$ cat src/rtl/cpu_pkg.sv
// Shared CPU definitions: ALU pattern codes and operand-select encodings.
package cpu_pkg;

    localparam logic [3:0] ALU_PASS_A = 4'd0;
    localparam logic [3:0] ALU_ADD    = 4'd1;
    localparam logic [3:0] ALU_AND    = 4'd2;
    localparam logic [3:0] ALU_OR     = 4'd3;
    localparam logic [3:0] ALU_SLL    = 4'd4;
    localparam logic [3:0] ALU_SRL    = 4'd5;
    localparam logic [3:0] ALU_SUB    = 4'd6;
    localparam logic [3:0] ALU_SRA    = 4'd7;
    localparam logic [3:0] ALU_SLT    = 4'd8;
    localparam logic [3:0] ALU_NOR    = 4'd9;
    localparam logic [3:0] ALU_SGT    = 4'd10;

    typedef enum logic [1:0] {
        A_SEL_RS    = 2'd0,
        A_SEL_SHAMT = 2'd1,
        A_SEL_ZERO  = 2'd2,
        A_SEL_RSVD  = 2'd3
    } a_sel_e;

    typedef enum logic {
        B_SEL_RT  = 1'b0,
        B_SEL_IMM = 1'b1
    } b_sel_e;

endpackage

$ cat src/rtl/fwd_mux.sv
// Priority forwarding for one source operand: r0 -> 0, then EX/MEM, then WB, then regfile.
module fwd_mux #(
    parameter int DATA_W = 32,
    parameter int REG_W  = 5
) (
    input  logic [REG_W-1:0]  addr,
    input  logic [DATA_W-1:0] rf_data,
    input  logic              exm_we,
    input  logic [REG_W-1:0]  exm_addr,
    input  logic [DATA_W-1:0] exm_data,
    input  logic              wb_we,
    input  logic [REG_W-1:0]  wb_addr,
    input  logic [DATA_W-1:0] wb_data,
    output logic [DATA_W-1:0] data
);

    // Select the youngest in-flight value for this source register
    always_comb begin
        data = {DATA_W{1'b0}};
        if (addr == {REG_W{1'b0}}) begin
            data = {DATA_W{1'b0}};
        end else if (exm_we && (exm_addr == addr)) begin
            data = exm_data;
        end else if (wb_we && (wb_addr == addr)) begin
            data = wb_data;
        end else begin
            data = rf_data;
        end
    end

endmodule

$ cat src/rtl/ex_operand_stage.sv
// Execute-entry register: forwarding, operand build and load-use interlock.
// Optional build macro PERF_CNT_EN adds stall_cycles / bubble_count counters.
module ex_operand_stage
    import cpu_pkg::*;
#(
    parameter int DATA_W = 32,
    parameter int REG_W  = 5
) (
    input  logic              clk,
    input  logic              rst,
    input  logic              flush,
    input  logic              in_valid,
    output logic              in_ready,
    input  logic [REG_W-1:0]  in_rs_addr,
    input  logic [REG_W-1:0]  in_rt_addr,
    input  logic [DATA_W-1:0] in_rs_data,
    input  logic [DATA_W-1:0] in_rt_data,
    input  logic              in_use_rs,
    input  logic              in_use_rt,
    input  logic [DATA_W-1:0] in_imm,
    input  logic [4:0]        in_shamt,
    input  logic [1:0]        in_a_sel,
    input  logic              in_b_sel,
    input  logic [3:0]        in_alu_pattern,
    input  logic [REG_W-1:0]  in_rd_addr,
    input  logic              in_reg_we,
    input  logic              in_is_load,
    input  logic              exm_we,
    input  logic [REG_W-1:0]  exm_addr,
    input  logic [DATA_W-1:0] exm_data,
    input  logic              wb_we,
    input  logic [REG_W-1:0]  wb_addr,
    input  logic [DATA_W-1:0] wb_data,
    output logic              out_valid,
    input  logic              out_ready,
    output logic [DATA_W-1:0] data_a,
    output logic [DATA_W-1:0] data_b,
    output logic [3:0]        alu_pattern,
    output logic [REG_W-1:0]  out_rd_addr,
    output logic              out_reg_we,
    output logic              out_is_load,
`ifdef PERF_CNT_EN
    output logic [31:0]       stall_cycles,
    output logic [31:0]       bubble_count,
`endif
    output logic [DATA_W-1:0] out_store_data
);

    logic [DATA_W-1:0] rs_fwd_s, rt_fwd_s, a_s, b_s;
    logic              lu_s, advance_s, in_ready_s, accept_s;

    logic              valid_r, reg_we_r, is_load_r;
    logic [DATA_W-1:0] a_r, b_r, store_r;
    logic [3:0]        pattern_r;
    logic [REG_W-1:0]  rd_r;

    fwd_mux #(.DATA_W(DATA_W), .REG_W(REG_W)) u_fwd_rs (
        .addr(in_rs_addr), .rf_data(in_rs_data),
        .exm_we(exm_we), .exm_addr(exm_addr), .exm_data(exm_data),
        .wb_we(wb_we), .wb_addr(wb_addr), .wb_data(wb_data),
        .data(rs_fwd_s)
    );

    fwd_mux #(.DATA_W(DATA_W), .REG_W(REG_W)) u_fwd_rt (
        .addr(in_rt_addr), .rf_data(in_rt_data),
        .exm_we(exm_we), .exm_addr(exm_addr), .exm_data(exm_data),
        .wb_we(wb_we), .wb_addr(wb_addr), .wb_data(wb_data),
        .data(rt_fwd_s)
    );

    // Hazard detection and handshake; a load in the output register cannot be forwarded yet
    always_comb begin
        lu_s = valid_r && is_load_r && (rd_r != {REG_W{1'b0}}) &&
               ((in_use_rs && (in_rs_addr == rd_r)) || (in_use_rt && (in_rt_addr == rd_r)));
        advance_s = !valid_r || out_ready;
        if (flush) begin
            in_ready_s = 1'b1;
        end else begin
            in_ready_s = advance_s && !lu_s;
        end
        accept_s = in_valid && in_ready_s && !flush;
    end

    // Operand build; the shift amount travels in A[4:0]
    always_comb begin
        a_s = {DATA_W{1'b0}};
        case (a_sel_e'(in_a_sel))
            A_SEL_RS:    a_s = rs_fwd_s;
            A_SEL_SHAMT: a_s = {{(DATA_W-5){1'b0}}, in_shamt};
            A_SEL_ZERO:  a_s = {DATA_W{1'b0}};
            default:     a_s = {DATA_W{1'b0}};
        endcase
        b_s = {DATA_W{1'b0}};
        case (b_sel_e'(in_b_sel))
            B_SEL_RT:  b_s = rt_fwd_s;
            B_SEL_IMM: b_s = in_imm;
            default:   b_s = {DATA_W{1'b0}};
        endcase
    end

    // Output register: load on accept, bubble on advance without accept, hold otherwise
    always_ff @(posedge clk) begin
        if (rst) begin
            valid_r   <= 1'b0;
            a_r       <= {DATA_W{1'b0}};
            b_r       <= {DATA_W{1'b0}};
            pattern_r <= 4'd0;
            rd_r      <= {REG_W{1'b0}};
            reg_we_r  <= 1'b0;
            is_load_r <= 1'b0;
            store_r   <= {DATA_W{1'b0}};
        end else if (flush) begin
            valid_r   <= 1'b0;
            reg_we_r  <= 1'b0;
            is_load_r <= 1'b0;
        end else if (advance_s) begin
            if (accept_s) begin
                valid_r   <= 1'b1;
                a_r       <= a_s;
                b_r       <= b_s;
                pattern_r <= in_alu_pattern;
                rd_r      <= in_rd_addr;
                reg_we_r  <= in_reg_we;
                is_load_r <= in_is_load;
                store_r   <= rt_fwd_s;
            end else begin
                valid_r   <= 1'b0;
                reg_we_r  <= 1'b0;
                is_load_r <= 1'b0;
            end
        end
    end

`ifdef PERF_CNT_EN
    logic [31:0] stall_cnt_r, bubble_cnt_r;

    // Performance counters, free-running with natural wrap
    always_ff @(posedge clk) begin
        if (rst) begin
            stall_cnt_r  <= 32'd0;
            bubble_cnt_r <= 32'd0;
        end else begin
            if (in_valid && !in_ready_s && !flush) begin
                stall_cnt_r <= stall_cnt_r + 32'd1;
            end
            if (lu_s && advance_s) begin
                bubble_cnt_r <= bubble_cnt_r + 32'd1;
            end
        end
    end

    assign stall_cycles = stall_cnt_r;
    assign bubble_count = bubble_cnt_r;
`endif

    assign in_ready       = in_ready_s;
    assign out_valid      = valid_r;
    assign data_a         = a_r;
    assign data_b         = b_r;
    assign alu_pattern    = pattern_r;
    assign out_rd_addr    = rd_r;
    assign out_reg_we     = reg_we_r;
    assign out_is_load    = is_load_r;
    assign out_store_data = store_r;

endmodule

$ cat config.mk
export PLATFORM = sky130hd
export DESIGN_NAME = ex_operand_stage
export DESIGN_NICKNAME = d
export VERILOG_FILES = /design/src/rtl/cpu_pkg.sv /design/src/rtl/fwd_mux.sv /design/src/rtl/ex_operand_stage.sv
export SDC_FILE = /design/constraint.sdc
export NUM_CORES = 1
export LEC_CHECK = 0
export CAP_MARGIN = 25
export CELL_PAD_IN_SITES_DETAIL_PLACEMENT = 0
export CELL_PAD_IN_SITES_GLOBAL_PLACEMENT = 1
export CORE_MARGIN = 8
export CORE_UTILIZATION = 32
export DETAILED_ROUTE_END_ITERATION = 10
export PLACE_DENSITY_LB_ADDON = 0.1
export SYNTH_ARGS = -nofsm -noshare
export SYNTH_HDL_FRONTEND = slang
export SYNTH_HIERARCHICAL = 1
export SYNTH_SLANG_ARGS = --single-unit
$ cat constraint.sdc
create_clock -name clk -period 2.95 [get_ports clk]
set_input_delay 0.59 -clock clk [delete_from_list [all_inputs] [get_ports clk]]
set_output_delay 0.59 -clock clk [all_outputs]
set_load 0.01 [all_outputs]
# [After elaboration in Yosys (flattened, before gate mapping)]
# Index checks and enable logic that the tools add are counted.
[totals] regBits=108 in_bits=208 out_inout_bits=109 word_cells=52
[classes] eq_ne=7 mux=12 bitwise=2 n_reduce_logical=23
[ops] op="two-way mux 32 bit" n=6
[ops] op="one-hot mux 32 bit (2 select lines)" n=2
[ops] op="equality test 5 bit" n=6
[ops] op="logical AND 1 bit" n=12
[ops] op="logical NOT 5 bit" n=2
[ops] op="nonzero test 5 bit" n=1
[ops] op="two-way mux 1 bit" n=4
[ops] op="logical NOT 1 bit" n=3
[ops] op="AND reduction 3 bit" n=1
[ops] op="equality test 2 x 1 -> 1 bit, second input constant" n=1
[ops] op="logical NOT 2 bit" n=1
[ops] op="logical OR 1 bit" n=2
[ops] op="NOT 1 bit" n=2
[ops] op="OR reduction 2 bit" n=1

# [Longest topological paths before layout]
# Gate-level depths: netlist (run 1).
[depth] depth_word=10 ltp_mapped=10 depth_no_buf=8

# [Hierarchy]
# Netlist (run 1), hierarchy kept.
[modules_own_cells] mod="ex_operand_stage" instances=1 cells_each=623 area_each_um2=5582.9 seq_area_each_um2=2162.1
[modules_own_cells] mod="fwd_mux" instances=2 cells_each=196 area_each_um2=1253.7 seq_area_each_um2=0.0

# [Least setup slack after synthesis (run 1)]
# Ideal clock, no wire load.
[synth_path] path_type="input-to-output" startpoint="input in_rt_addr[0]" endpoint="output in_ready" arrival_ns=1.906 required_time_ns=2.360 slack_ns=0.454 path_stages=7 n_path_buf=2 path_cell_list="xnor2_1 -> nand4_1 -> o22ai_1 -> buf_4 -> buf_2 -> o211ai_1 -> a211o_1"
[synth_between] elab_chain_len=7
[synth_lines] item="from (decl)" line_no="ex_operand_stage.sv:15" rtl="input logic [REG_W-1:0] in_rt_addr,"
[synth_lines] item="equality test 5 bit" line_no="ex_operand_stage.sv:74" rtl="((in_use_rs && (in_rs_addr == rd_r)) || (in_use_rt && (in_rt_addr == rd_r)));"
[synth_lines] item="logical AND 1 bit" line_no="ex_operand_stage.sv:74"
[synth_lines] item="logical OR 1 bit" line_no="ex_operand_stage.sv:74"
[synth_lines] item="logical AND 1 bit" line_no="ex_operand_stage.sv:73" rtl="lu_s = valid_r && is_load_r && (rd_r != {REG_W{1'b0}}) &&"
[synth_lines] item="logical NOT 1 bit" line_no="ex_operand_stage.sv:79" rtl="in_ready_s = advance_s && !lu_s;"
[synth_lines] item="logical AND 1 bit" line_no="ex_operand_stage.sv:79"
[synth_lines] item="two-way mux 1 bit" line_no="ex_operand_stage.sv:76" rtl="if (flush) begin"
[synth_lines] item="to (decl)" line_no="ex_operand_stage.sv:13" rtl="output logic in_ready,"
# No other way between the ends.

# [Worst setup path in the final report (run 1)]
[layout_path] startpoint="input in_rs_addr[2]" endpoint="output in_ready"
[layout_between] elab_chain_len=7
[layout_lines] item="from (decl)" line_no="ex_operand_stage.sv:14" rtl="input logic [REG_W-1:0] in_rs_addr,"
[layout_lines] item="equality test 5 bit" line_no="ex_operand_stage.sv:74"
[layout_lines] item="logical AND 1 bit" line_no="ex_operand_stage.sv:74"
[layout_lines] item="logical OR 1 bit" line_no="ex_operand_stage.sv:74"
[layout_lines] item="logical AND 1 bit" line_no="ex_operand_stage.sv:73"
[layout_lines] item="logical NOT 1 bit" line_no="ex_operand_stage.sv:79"
[layout_lines] item="logical AND 1 bit" line_no="ex_operand_stage.sv:79"
[layout_lines] item="two-way mux 1 bit" line_no="ex_operand_stage.sv:76"
# No other way between the ends.

==> impl_metrics.csv, run 1 <==
group,metric,value,unit
place,place_hpwl,28.9,mm
floorplan,dieWidth,175,um
setup_path,worst_setup_path_end_kind,"primary output",
place,dp_cells,1653,
setup_path,r2r-start,"out_rd_addr[4]",
drt,drt_first_iter_violations,520,
synthesis,synthFlopType,"dfxtp_1",
power_and_ir_drop,p_leak,4.29,nW
setup_path,path_class,"in -> out",
floorplan,core-area,25000,um^2
cts,cts_setup_buffers,0,
synthesis,ys_types,40,
drt,viasPerCell,5.42,
timing,timing.final.crit_share,97.4,%
worst_hold_path,min_path_type,"reg -> reg",
drt,route.detailed.drc,0,
drt,vias,9044,
synthesis,ys_warn_count,6,
cts,cts_tree,"done",
drt,dr.pass1.iters,6,
global_routing,grtUsageTotal,22.8,%
floorplan,rows,58,
cells_and_area,drive_above_1_share,12.5,%
place,pre_cts_ws,-0.527,ns
cells_and_area,layout_commonest_cell,"clkdlybuf4s50_1",
setup_path,cp_slowest_cell,"clkdlybuf4s50_1",
timing,hold_viol_final,0,
cts,clock_latency,0.37,ns
synthesis,async_flop_share,0,%
floorplan,dieArea,30600,um^2
timing,setup_violations,0,
power_and_ir_drop,p_total,0.00432,W
cells_and_area,fin_util,49.6,%
synthesis,netlist_area,8090,um^2
drt,post_drt_wl_per_cell,21.7,um
setup_path,worst_r2r_endpoint,"out_store_data[13]",
setup_path,rrSetupSlack,0.55,ns
timing,fin_ws,0.0767,ns
setup_path,critPathBufInv,2,
synthesis,synth_seq_cells,108,
timing,fin_setup_tns,0,ns
cts,clk_path_buf_depth,2,
place,port_buffers,316,
setup_path,rr_worst_depth,5,
floorplan,start_util,32.3,%
cells_and_area,layout.nets,1542,
worst_hold_path,hold_path_end,"out_store_data[22]",
setup_path,start_kind,"input pin",
drt,wirelength,36.2,mm
floorplan,die_h,175,um
timing,max_freq,348,MHz
cells_and_area,final_cell_mix,"304 x clkdlybuf4s50_1, 109 x nand2b_1, 108 x dfxtp_1, 106 x buf_4, 105 x mux2i_1",
synthesis,synth_edf_count,0,
cells_and_area,final_cells,1670,
setup_path,cp_data_required_time,2.36,ns
setup_path,cp.arrival,2.28,ns
drt,ant_nets,0,
floorplan,ioPinCount,317,
timing,tightest_slew,0.600,ns
timing,slew_headroom,60.0,%
power_and_ir_drop,vdd.ir_drop.worst,216,uV
synthesis,seq_area_frac_synth,26.7,%
cts,cts_root_buf,"clkbuf_16",
cts,h-tree-depth,3,
global_routing,antenna_found_initial,3,
setup_path,slowest_delay,0.61,ns
synthesis,synthCells,1015,
global_routing,grt_pass1_vias,8892,
worst_hold_path,min_path_cells,2,
setup_path,cp_max_fo,4,
cells_and_area,area.growth.synth_to_final,53.6,%
cts,cts_buffers,9,
global_routing,grt_max_degree,66,
global_routing,grt_pass1_wl,54.9,mm
global_routing,grt_overflow,0,
worst_hold_path,hp-start,"out_store_data[22]",
run,maxCapViolCount,0,
power_and_ir_drop,powerDensity,348,nW/um^2
cts,clock_sink_count,108,
setup_path,path_delay_family,"buffers and inverters",
cts,clk_pin_slew_worst_paths,0.09,ns
timing,fin_skew,0.0168,ns
timing,period_needed,2.87,ns
status,outcome,"complete, no violations",
place,place.gp.congestion,0.885,
timing,slew_viol_final,0,
setup_path,cp_cell_sequence,"clkdlybuf4s50_1, xnor2_1, nand2_1, o22ai_4, o211ai_1, a211o_1, dlygate4sd2_1",
synthesis,avgSynthCellArea,7.97,um^2
synthesis,syn-num-nets,1223,
## where the power goes
group / leakage (nW) / internal (W) / total (W) / switching (W)
Combinational: 3.26 / 0.000763 / 0.00141 / 0.000652
Clock: 0.144 / 0.000607 / 0.00131 / 0.000701
Sequential: 0.883 / 0.00154 / 0.00160 / 0.0000613
## routing by layer
metal / vias up / wire length [um] / global-route usage [%]
met2: 316 / 16500 / 36.2
met4: 4 / 507 / 4.70
met5: - / 27 / 0
li1: 4446 / - / -
met1: 4254 / 16700 / 31.1
met3: 24 / 2500 / 5.29
## logic make-up after synthesis
logic type	share of synthesized area (%)
AO/OA/AOI/OAI	22.1
XOR/XNOR	3.43
buffers and inverters	7.28
flip-flops	26.7
multiplexers	13.0
AND/OR/NAND/NOR	27.5
## cell type report
| type | instances | area, um^2 |
|---|---|---|
| inverter | 1 | 3.75 |
| clock buffer | 9 | 225 |
| fill | 2509 | 12600 |
| antenna | 1 | 2.50 |
| multi-input combinational | 783 | 5390 |
| sequential | 108 | 2160 |
| tap | 330 | 413 |
| clock inverter | 7 | 77.6 |
| timing repair buffer | 431 | 4150 |
## metrics by stage
step | area, um^2 | hold WS [ns]
6_report | 12400 | 0.476
3_5_place_dp | 12100 | 0.467
4_1_cts | 12400 | 0.481
3_3_place_gp | 12100 | 0.461
2_1_floorplan | 8090 | 0.493
5_1_grt | 12400 | 0.492
## tightest hold or removal path, cell delays in order (launching register included)
cell and delay (ns):
dfxtp_1 0.32, nand2b_1 0.06, mux2i_1 0.06
## how the worst max path moves through the flow
| stage | start | end | slack, ns | cells past startpoint |
|---|---|---|---|---|
| final | in_rs_addr[2] | in_ready | 0.08 | 7 |
| after global routing | in_rs_addr[1] | in_ready | -0.006 | 7 |
| after CTS | in_rt_addr[2] | in_ready | 0.02 | 7 |
| after detailed placement | in_rt_addr[0] | data_b[5] | -0.53 | 10 |
| after global placement | in_rt_addr[0] | data_b[5] | -0.48 | 10 |
| after floorplan | in_rt_addr[0] | in_ready | 0.45 | 7 |
## state kept, by name (all words and copies together), names as in the netlist
signal and cells:
data_a 32, out_is_load 1, data_b 32, out_rd_addr 5, out_valid 1, out_reg_we 1
out_store_data 32, alu_pattern 4
## cells in the mapped netlist, drive strengths merged, types with 2 or more instances
master / n / area (um^2)
a211oi: 36 / 270
a21oi: 38 / 201
a311oi: 28 / 370
a31oi: 37 / 231
a32o: 2 / 20.0
and4: 2 / 17.5
buf: 37 / 263
clkbuf: 86 / 323
dfxtp: 108 / 2160
mux2i: 105 / 1050
nand2: 33 / 124
nand2b: 109 / 682
nand3: 73 / 365
nand4: 34 / 213
nor2: 3 / 11.3
nor3: 98 / 490
nor4: 5 / 31.3
o21ai: 64 / 320
o22a: 36 / 315
or2: 2 / 12.5
or3: 32 / 200
or4: 8 / 63.8
xnor2: 30 / 278
## repair_timing
item | in CTS | in global routing
setup endpoints to repair | 2 | 6
hold buffers | 0 | 0
cloned | 0 | 0
pin swaps | 1 | 4
resized for setup | 5 | 7
endpoints found under the hold margin | 0 | 0
Power figures use the tool's default switching activity.
==> run 2: changes to the inputs <==
--- a/config.mk
+++ b/config.mk
@@ -9,7 +9,7 @@
 export CELL_PAD_IN_SITES_DETAIL_PLACEMENT = 0
 export CELL_PAD_IN_SITES_GLOBAL_PLACEMENT = 1
 export CORE_MARGIN = 8
-export CORE_UTILIZATION = 32
+export CORE_UTILIZATION = 34
 export DETAILED_ROUTE_END_ITERATION = 10
 export PLACE_DENSITY_LB_ADDON = 0.1
 export SYNTH_ARGS = -nofsm -noshare
==> constraint.sdc (replaced) <==
create_clock -name clk -period 3.4 [get_ports clk]
set_input_delay 0.68 -clock clk [delete_from_list [all_inputs] [get_ports clk]]
set_output_delay 0.68 -clock clk [all_outputs]
set_load 0.01 [all_outputs]
==> run 2 against run 1 <==
  * Via count down 1.0%
  * Sequential power down 13%
  * Non-clock buffer count down 44
  * Final cell count down 2.9%
  * Power down 13%
  * Flip-flop and latch count unchanged
  * Die area down 5.4%
  * Largest power group unchanged
  * Highest routed layer unchanged
==> impl_metrics.csv, run 2 (same netlist as run 1, synthesis figures left out) <==
group,metric,value,unit
cells_and_area,drive_above_1_share,9.19,%
setup_path,slowest_delay,0.61,ns
drt,drt_first_iter_violations,662,
timing,hold_viol_final,0,
global_routing,grt_overflow,0,
cells_and_area,area.growth.synth_to_final,49.1,%
cts,cts_tree,"done",
drt,post_drt_wl_per_cell,22.1,um
floorplan,dieWidth,170,um
setup_path,worst_setup_path_end_kind,"primary output",
drt,dr.pass1.iters,5,
timing,slew_headroom,38.9,%
cts,cts_hold_buffers,0,
setup_path,cp_max_fo,4,
setup_path,path_delay_family,"buffers and inverters",
status,outcome,"complete, no violations",
power_and_ir_drop,powerDensity,313,nW/um^2
global_routing,grt_pass1_wl,53.2,mm
cells_and_area,layout.nets,1498,
timing,fin_setup_tns,0,ns
place,place_hpwl,28.1,mm
setup_path,path_class,"in -> out",
global_routing,antenna_found_initial,8,
drt,route.detailed.drc,0,
floorplan,dieArea,29000,um^2
floorplan,rows,56,
timing,fin_skew,0.0123,ns
setup_path,cp.arrival,2.62,ns
run,maxCapViolCount,0,
global_routing,grt_max_degree,77,
cts,clk_pin_slew_worst_paths,0.08,ns
power_and_ir_drop,p_leak,4.07,nW
place,port_buffers,316,
drt,viasPerCell,5.52,
setup_path,cp_cell_sequence,"clkdlybuf4s50_1, xnor2_1, nand2_1, o22ai_4, o211ai_1, a211o_1, clkdlybuf4s50_1",
timing,fin_ws,0.0988,ns
floorplan,die_h,170,um
global_routing,grtUsageTotal,23.8,%
drt,wirelength,35.9,mm
setup_path,start_kind,"input pin",
setup_path,cp_data_required_time,2.72,ns
cells_and_area,fillers,2290,
place,place.gp.congestion,0.895,
cts,h-tree-depth,3,
setup_path,critPathMostFrequentCell,"clkdlybuf4s50_1",
cts,clk_path_buf_depth,2,
cts,cts_root_buf,"clkbuf_16",
cells_and_area,fin_util,51.6,%
worst_hold_path,min_path_type,"reg -> reg",
timing,slew_viol_final,0,
timing,max_freq,303,MHz
timing,timing.final.crit_share,97.1,%
timing,setup_violations,0,
cts,cts_buffers,9,
power_and_ir_drop,vdd.ir_drop.worst,223,uV
cells_and_area,final_cell_mix,"309 x clkdlybuf4s50_1, 109 x nand2b_1, 108 x dfxtp_1, 105 x mux2i_1, 97 x nor3_1",
setup_path,critPathBufInv,2,
timing,rsz0062_at_grt,"false",
drt,ant_nets,0,
timing,period_needed,3.30,ns
cts,cts_setup_buffers,0,
floorplan,start_util,34.6,%
floorplan,core-area,23400,um^2
setup_path,cp_slowest_cell,"clkdlybuf4s50_1",
cts,clock_sink_count,108,
cts,clock_latency,0.37,ns
cells_and_area,layout_commonest_cell,"clkdlybuf4s50_1",
timing,tightest_slew,0.917,ns
global_routing,grt_pass1_vias,8717,
place,pre_cts_ws,-0.145,ns
floorplan,ioPinCount,317,
drt,vias,8951,
[run 2: power by group]
| part | switching, W | internal, W |
|---|---|---|
| Combinational | 0.000555 | 0.000619 |
| Clock | 0.000594 | 0.000614 |
| Sequential | 0.0000553 | 0.00133 |
[run 2: layout make-up]
type	instances	area [um^2]	share of cell area, %
timing repair buffer	387	3790	31.4
clock inverter	6	88.8	0.736
inverter	1	3.75	0.0311
multi-input combinational	783	5360	44.4
clock buffer	10	239	1.98
antenna	7	17.5	0.145
sequential	108	2160	17.9
tap	319	399	3.31
[run 2: repair_timing]
item,CTS,global route
endpoints found under the hold margin,0,0
gates resized for setup,0,4
endpoints found under the setup margin,0,1
[run 2: path summary, 6_finish.rpt]
check                      from            endpoint  slack, ns  depth (start not counted)
min reg2reg  out_store_data[13]  out_store_data[13]       0.48                          2
max reg2reg      out_rd_addr[4]      out_rd_addr[4]       0.89                          5
min          out_store_data[13]  out_store_data[13]       0.48                          2
max               in_rt_addr[3]            in_ready        0.1                          7
[run 2: routing by layer]
metal | wire, um | vias to the layer above | global-route usage [%]
met4 | 760 | 6 | 6.90
met2 | 16800 | 341 | 38.1
met3 | 2740 | 42 | 5.89
met5 | 34 | - | 0
li1 | - | 4340 | -
met1 | 15600 | 4222 | 31.0
[run 2: worst min-delay path: stages, from the launching register on]
cell      delay (ns)
dfxtp_1         0.32
nand2b_1        0.07
mux2i_1         0.06
[run 2: stage by stage]
step	total power (W)	instances	instance area, um^2	hold WS [ns]
2_1_floorplan	0.00195	1015	8090	0.493
3_3_place_gp	0.00258	1598	11700	0.459
3_5_place_dp	0.00259	1598	11700	0.463
4_1_cts	0.00380	1614	12000	0.478
5_1_grt	0.00392	1620	12100	0.499
6_report	0.00377	1621	12100	0.478
==> run 3: changes to the inputs <==
--- a/config.mk
+++ b/config.mk
@@ -8,10 +8,11 @@
 export CAP_MARGIN = 25
 export CELL_PAD_IN_SITES_DETAIL_PLACEMENT = 0
 export CELL_PAD_IN_SITES_GLOBAL_PLACEMENT = 1
-export CORE_MARGIN = 8
+export CORE_MARGIN = 5
 export CORE_UTILIZATION = 34
 export DETAILED_ROUTE_END_ITERATION = 10
 export PLACE_DENSITY_LB_ADDON = 0.1
+export SKIP_CTS_REPAIR_TIMING = 1
 export SYNTH_ARGS = -nofsm -noshare
 export SYNTH_HDL_FRONTEND = slang
 export SYNTH_HIERARCHICAL = 1
==> run 3 against run 2 <==
  * First-iteration DRC count rose by 7.9%
  * Global-route usage grew 1.2 points
  * Clock power down 9%
  * Critical endpoint unchanged
  * Cell area decreased by 0.66%
  * Register-to-register slack got worse by 0.08 ns
  * Highest routed layer unchanged
  * Non-clock buffer count is 10 lower
==> impl_metrics.csv, run 3 (same netlist as run 1, synthesis figures left out) <==
group,metric,value,unit
status,outcome,"complete, no violations",
setup_path,worst_setup_path_end_kind,"primary output",
place,pre_cts_ws,-0.183,ns
drt,route.detailed.drc,0,
floorplan,dieWidth,164,um
cts,cts_buffers,9,
cts,clock_latency,0.36,ns
place,dp_cells,1588,
cts,cts_root_buf,"clkbuf_16",
cts,clock_sink_count,108,
cells_and_area,layout.nets,1488,
power_and_ir_drop,p_total,0.00366,W
drt,drt_first_iter_violations,714,
setup_path,cp_max_fo,3,
setup_path,cp_cell_sequence,"clkdlybuf4s50_1, xnor2_1, nand4_1, o22ai_4, o211ai_1, a211o_1, clkdlybuf4s50_1",
setup_path,cp_slowest_cell,"clkdlybuf4s50_1",
cts,cts_tree,"done",
cts,clk_path_buf_depth,2,
setup_path,cp_data_required_time,2.72,ns
timing,timing.final.crit_share,96.9,%
timing,fin_ws,0.106,ns
setup_path,critPathMostFrequentCell,"clkdlybuf4s50_1",
timing,slew_viol_final,0,
cells_and_area,final_cell_mix,"310 x clkdlybuf4s50_1, 109 x nand2b_1, 108 x dfxtp_1, 105 x mux2i_1, 97 x nor3_1",
power_and_ir_drop,cellInternalPower,0.00247,W
place,placed_cell_area,11700,um^2
global_routing,grt_pass1_wl,52.0,mm
power_and_ir_drop,vdd.ir_drop.worst,187,uV
timing,period_needed,3.29,ns
place,place.gp.congestion,0.866,
global_routing,grtUsageTotal,25.0,%
run,maxCapViolCount,0,
global_routing,antenna_found_initial,5,
timing,fin_skew,0.0127,ns
power_and_ir_drop,p_sw_share,32.5,%
timing,tightest_slew,0.758,ns
setup_path,start_kind,"input pin",
timing,max_freq,304,MHz
floorplan,dieArea,27000,um^2
timing,slew_headroom,49.5,%
setup_path,path_delay_family,"buffers and inverters",
floorplan,rows,56,
worst_hold_path,min_path_type,"reg -> reg",
cells_and_area,area.growth.synth_to_final,48.2,%
drt,dr.pass1.iters,5,
cts,h-tree-depth,3,
power_and_ir_drop,pwr-share-comb,31.9,%
cells_and_area,layout_commonest_cell,"clkdlybuf4s50_1",
setup_path,path_class,"in -> out",
timing,setup_violations,0,
cts,clk_pin_slew_worst_paths,0.09,ns
power_and_ir_drop,power.switching,0.00119,W
cells_and_area,fillers,2301,
setup_path,rrSetupSlack,0.81,ns
drt,ant_nets,0,
timing,hold_viol_final,0,
global_routing,grt_max_degree,114,
floorplan,die_h,164,um
setup_path,critPathBufInv,2,
floorplan,core-area,23500,um^2
place,port_buffers,316,
setup_path,slowest_delay,0.54,ns
global_routing,grt_pass1_vias,8506,
drt,vias,8842,
floorplan,start_util,34.5,%
power_and_ir_drop,powerDensity,305,nW/um^2
cells_and_area,drive_above_1_share,8.48,%
drt,viasPerCell,5.50,
place,place_hpwl,26.8,mm
global_routing,grt_overflow,0,
floorplan,ioPinCount,317,
timing,fin_setup_tns,0,ns
drt,post_drt_wl_per_cell,21.7,um
cells_and_area,final_cell_area,12000,um^2
timing,rsz0062_at_grt,"false",
power_and_ir_drop,p_leak,4.01,nW
power_and_ir_drop,sequentialPowerShare,38.0,%
drt,wirelength,35.0,mm
power_and_ir_drop,clockPowerShare,30.1,%
setup_path,cp.arrival,2.61,ns
cells_and_area,final_cells,1609,
-- run 3: metal layers --
metal | global-route usage (%) | wire [um] | vias to the layer above
met3 | 5.92 | 2640 | 34
met5 | 0 | 7 | -
met4 | 6.79 | 695 | 2
li1 | - | - | 4322
met1 | 35.0 | 15700 | 4149
met2 | 38.4 | 15900 | 335
-- run 3: worst paths after layout --
path | startpoint | to | cells past startpoint
min reg2reg | out_store_data[17] | out_store_data[17] | 2
max reg2reg | out_rd_addr[3] | data_a[23] | 7
min | out_store_data[17] | out_store_data[17] | 2
max | in_rt_addr[0] | in_ready | 7
-- run 3: power groups by stage --
stage	clock [W]	sequential (W)	combinational (W)
final	0.00110	0.00139	0.00117
after global routing	0.00118	0.00140	0.00125
after CTS	0.00112	0.00139	0.00117
after detailed placement	0	0.00142	0.00117
after global placement	0	0.00142	0.00116
after floorplan	0	0.00144	0.000513
-- run 3: final cells by class --
class / instances / area, um^2 / share of cell area, %
clock buffer: 10 / 229 / 1.91
multi-input combinational: 783 / 5370 / 44.8
sequential: 108 / 2160 / 18.0
inverter: 1 / 3.75 / 0.0313
antenna: 5 / 12.5 / 0.104
tap: 319 / 399 / 3.33
clock inverter: 6 / 61.3 / 0.511
timing repair buffer: 377 / 3750 / 31.3
-- run 3: metrics by stage --
stage | hold slack (ns) | utilization (%)
detailed placement | 0.461 | 49.7
CTS | 0.481 | 51.0
finish | 0.476 | 51.1
floorplan | 0.493 | -
global route | 0.492 | 51.1
global placement | 0.451 | 49.7
-- run 3: worst reg2reg max path: stages (launching register included) --
cell and delay [ns]:
dfxtp_1 0.53, xnor2_1 0.17, nand4_1 0.18, o22ai_4 0.18, buf_4 0.59, a21o_1 0.37
buf_12 0.26, mux2i_1 0.24
